`src/rtl/vc_tdm_domain_arbiter.sv`:
```
// -----------------------------------------------------------------------------
// vc_tdm_domain_arbiter
//
// Two-domain time-division arbiter for the ring network injection path.
// One output channel is shared between a domain-0 and a domain-1 requester.
// Ownership alternates in fixed slots of p_slot_len cycles. Slot boundaries
// come only from a free-running counter. Request and backpressure activity
// never move them, so one domain cannot influence the other's grant timing.
//
// Optional build macro:
//   VC_TDM_GUARD_EN : the final cycle of every slot is a guard cycle. No
//                     handshake is granted on it, so downstream registers
//                     drain before the security label (sel) changes. With
//                     this macro p_slot_len must be >= 2.
//
// Parameters:
//   p_nbits    : payload width in bits
//   p_slot_len : cycles per domain slot (>= 1, or >= 2 with guard)
//
// Ports:
//   clk        : clock, rising edge
//   reset      : asynchronous, active-high reset
//   in0_val    : domain-0 request valid
//   in0_rdy    : domain-0 request accepted this cycle
//   in0_msg    : domain-0 payload
//   in1_val    : domain-1 request valid
//   in1_rdy    : domain-1 request accepted this cycle
//   in1_msg    : domain-1 payload
//   out_val    : output channel valid
//   out_rdy    : downstream ready
//   out_msg    : payload of the owning domain (combinational mux)
//   sel        : owning domain (registered); also the label of out_msg
//   slot_last  : high on the final cycle of the current slot
// -----------------------------------------------------------------------------
module vc_tdm_domain_arbiter #(
   parameter int p_nbits    = 32,
   parameter int p_slot_len = 4
) (
   input  logic               clk,
   input  logic               reset,
   input  logic               in0_val,
   output logic               in0_rdy,
   input  logic [p_nbits-1:0] in0_msg,
   input  logic               in1_val,
   output logic               in1_rdy,
   input  logic [p_nbits-1:0] in1_msg,
   output logic               out_val,
   input  logic               out_rdy,
   output logic [p_nbits-1:0] out_msg,
   output logic               sel,
   output logic               slot_last
);

   localparam int               LP_CNT_W = (p_slot_len > 1) ? $clog2(p_slot_len) : 1;
   localparam logic [LP_CNT_W-1:0] LP_LAST = LP_CNT_W'(p_slot_len - 1);
   localparam logic [LP_CNT_W-1:0] LP_ONE  = LP_CNT_W'(1);

   typedef enum logic {
      SLOT_D0 = 1'b0,
      SLOT_D1 = 1'b1
   } slot_state_t;

   slot_state_t           r_state;
   slot_state_t           w_state_nxt;
   logic [LP_CNT_W-1:0]   r_slot_cnt;
   logic [LP_CNT_W-1:0]   w_slot_cnt_nxt;
   logic                  w_slot_last;
   logic                  w_open;

   assign w_slot_last = (r_slot_cnt == LP_LAST);

   // State register. Reset clears the slot immediately, mid-slot included.
   always_ff @(posedge clk or posedge reset) begin
      if (reset) begin
         r_state    <= SLOT_D0;
         r_slot_cnt <= '0;
      end else begin
         r_state    <= w_state_nxt;
         r_slot_cnt <= w_slot_cnt_nxt;
      end
   end

   // Next state. The counter advances every cycle. Handshake inputs are
   // deliberately absent here, which keeps the slot timing non-interfering.
   always_comb begin
      w_state_nxt    = r_state;
      w_slot_cnt_nxt = r_slot_cnt + LP_ONE;
      if (w_slot_last) begin
         w_slot_cnt_nxt = '0;
         case (r_state)
            SLOT_D0: w_state_nxt = SLOT_D1;
            SLOT_D1: w_state_nxt = SLOT_D0;
            default: w_state_nxt = SLOT_D0;
         endcase
      end
   end

   // Outputs. Reset also closes the channel, so no handshake is granted
   // while reset is held, even though the state already reads SLOT_D0.
   always_comb begin
      sel       = (r_state == SLOT_D1);
      slot_last = w_slot_last;
`ifdef VC_TDM_GUARD_EN
      w_open    = ~reset & ~w_slot_last;
`else
      w_open    = ~reset;
`endif
      // Each rdy depends only on ownership and out_rdy, never on the other
      // domain's val.
      in0_rdy   = w_open & ~sel & out_rdy;
      in1_rdy   = w_open &  sel & out_rdy;
      out_val   = w_open & (sel ? in1_val : in0_val);
      out_msg   = sel ? in1_msg : in0_msg;
   end

endmodule
```
`config.mk`:
```
export PLATFORM = sky130hd
export DESIGN_NAME = vc_tdm_domain_arbiter
export DESIGN_NICKNAME = d
export VERILOG_FILES = /design/src/rtl/vc_tdm_domain_arbiter.sv
export SDC_FILE = /design/constraint.sdc
export NUM_CORES = 1
export LEC_CHECK = 0
export CAP_MARGIN = 20
export CORE_UTILIZATION = 25
export CTS_BUF_LIST = sky130_fd_sc_hd__clkbuf_4 sky130_fd_sc_hd__clkbuf_8
export CTS_CLUSTER_DIAMETER = 30
export DETAILED_ROUTE_END_ITERATION = 7
export DONT_BUFFER_PORTS = 1
export PLACE_DENSITY = 0.43
export SETUP_SLACK_MARGIN = 0.4
export SKIP_CTS_REPAIR_TIMING = 1
export SLEW_MARGIN = 20
export SYNTH_ARGS = -nofsm -noshare
export SYNTH_HDL_FRONTEND = slang
export SYNTH_SLANG_ARGS = --single-unit
export TNS_END_PERCENT = 20
```
`constraint.sdc`:
```
create_clock -name clk -period 1.45 [get_ports clk]
set_input_delay 0.2175 -clock clk [delete_from_list [all_inputs] [get_ports clk]]
set_output_delay 0.2175 -clock clk [all_outputs]
set_load 0.005 [all_outputs]
```
==> flow_metrics.tcl <==
set metrics [dict create \
    status "complete, no violations" \
    cts.sinks 3 \
    grt_use_total_pct 6.30 \
    min_period_ps 1400 \
    htreeDepth 1 \
    synth-main-ff-cell "dfrtp_1" \
    clk_pin_slew_ps 40 \
    vias 424 \
    rows 18 \
    n_antenna_cell 0 \
    pin_count 106 \
    setup_viol 0 \
    critPathRequiredTime_ps 1230 \
    die_area_um2 2880 \
    antenna_found_initial 0 \
    drtPass1Iterations 2 \
    ir_worst_vdd_mv 0.380 \
    path_buf_inv 1 \
    yosys-top-cells-area "mux2_4, dfrtp_1, mux2_2" \
    antenna_left 0 \
    synth_top_area_share_pct 58.4 \
    root_buffer "clkbuf_4" \
    die_x_um 53.7 \
    cp.arrival_ps 1180 \
    power_w 0.000334 \
    pwr_density_cell_nw_per_um2 455 \
    overflow 0 \
    area_growth_pct 9.74 \
    seq_area_um2 76.3 \
    r2r-end "sel" \
    r2r_cells 3 \
    netlist.top_cell.by_area "mux2_4" \
    drv_slew 0 \
    worstSetupStartpointType "flop" \
    cp_slowest_cell "dfrtp_2" \
    final_nets 124 \
    slew_headroom_pct 89.0 \
    core-area_um2 2500 \
    grt_pass1_vias 321 \
    grt_max_degree 19 \
    io_buffers 0 \
    ys_seq_area_share_pct 11.2 \
    hold_path_class "in -> async" \
    drt_iter0_drc 9 \
    wirelength_mm 1.25 \
    clockBufferDepth 2 \
    fmax_ghz 0.713 \
    clock_skew_ps 3.78 \
    period_share_pct 96.7 \
    avgSynthCellArea_um2 13.9 \
    rsz0062_at_grt "true" \
    dp.cells 77 \
    cts_buffers 3 \
    drive_gt1_share_pct 78.8 \
    layout.cells.non_filler 82 \
    synth_edf_count 0 \
    synth_async_sr_flop_share_pct 100 \
    synthCells 48 \
    crit_fanout 18 \
    end_kind "output pin" \
    yosysMostFrequentCell "mux2_4" \
    start_util_pct 26.7 \
    crit_family "flip-flops" \
    synth-seq-cells 3 \
    clk_latency_ps 230 \
    crit_chain "buf_12, mux2_2" \
    die_h_um 53.7 \
    p_leak_nw 0.323 \
    reg2reg_from "sel" \
    multiInputGateArea_um2 528 \
    drc 0 \
    grt_pass1_wl_mm 1.30 \
    tightest_slew_ps 164 \
    ys_warn_count 0 \
    cts_tree "done" \
    fillers 260 \
    syn_area_um2 668 \
    rrSetupSlack_ps 420 \
    syn_nets 119 \
    viasPerCell 5.17 \
    drv_cap 0 \
    routabilityCongestion 0.567 \
    yosys.cell_types.count 13 \
    critPathMaxStageDelay_ps 400 \
    wl_per_cell_um 15.2 \
    yosys-top-cells-count "mux2_4, mux2_2, dfrtp_1" \
    crit_type "reg -> out" \
    hold_viol_final 0 \
]
## sequential cells by signal (all words and copies together), names as in the netlist
register    flops
r_slot_cnt      2
sel             1
## layer usage
metal	wire (µm)	GRT usage [%]
met5	0	0
met4	0	3.95
met3	162	1.98
met2	749	12.6
met1	337	5.18
## worst max path at each step
stage / startpoint / endpoint / slack [ps] / depth (start not counted)
after floorplan: sel / out_msg[0] / 260 / 3
after global placement: sel / in0_rdy / 180 / 3
after detailed placement: sel / in0_rdy / 170 / 3
after CTS: sel / in0_rdy / -90 / 3
after global routing: sel / in0_rdy / 0.8 / 3
final: sel / out_msg[23] / 50 / 2
## kinds of logic (layout without fill, tap and decap cells)
group	count (synthesis)	count (layout)	share of synthesized area (%)
adders and majority gates	2	2	3.74
buffers and inverters	5	9	10.5
muxes	33	33	70.0
and+or+nand+nor	4	4	3.18
DFF	3	3	11.2
xor gates and xnor gates	1	1	1.31
## where the power goes
group,internal [W],leakage [nW],switching [W]
combinational,0.0000587,0.269,0.0000258
sequential,0.0000842,0.0362,0
clock,0.000122,0.0184,0.0000432
## through the flow
step	cell area, µm²	utilization [%]	worst slack, ps	setup TNS, ps	hold slack [ps]
floorplan	668	-	264	0	-23.5
global placement	676	27.0	181	0	-7.29
detailed placement	676	27.0	168	0	-1.74
CTS	706	28.2	-90.7	-587	-256
global route	733	29.3	0.786	0	329
finish	733	29.3	48.4	0	306
## layout make-up
type | instances | area share, %
clock buffer | 4 | 4.10
timing repair buffer | 4 | 7.85
inverter | 1 | 0.512
sequential | 3 | 10.4
multi-input combinational | 40 | 72.0
tap | 30 | 5.12
## cell usage in the layout (no fill, tap or decap), types with 2 or more instances in the layout
cell type,count
buf_12,2
clkbuf_4,4
dfrtp_1,2
ha_1,2
mux2_2,6
mux2_4,26
nor2_1,2
Note: power is estimated with default switching activity, not from simulation.
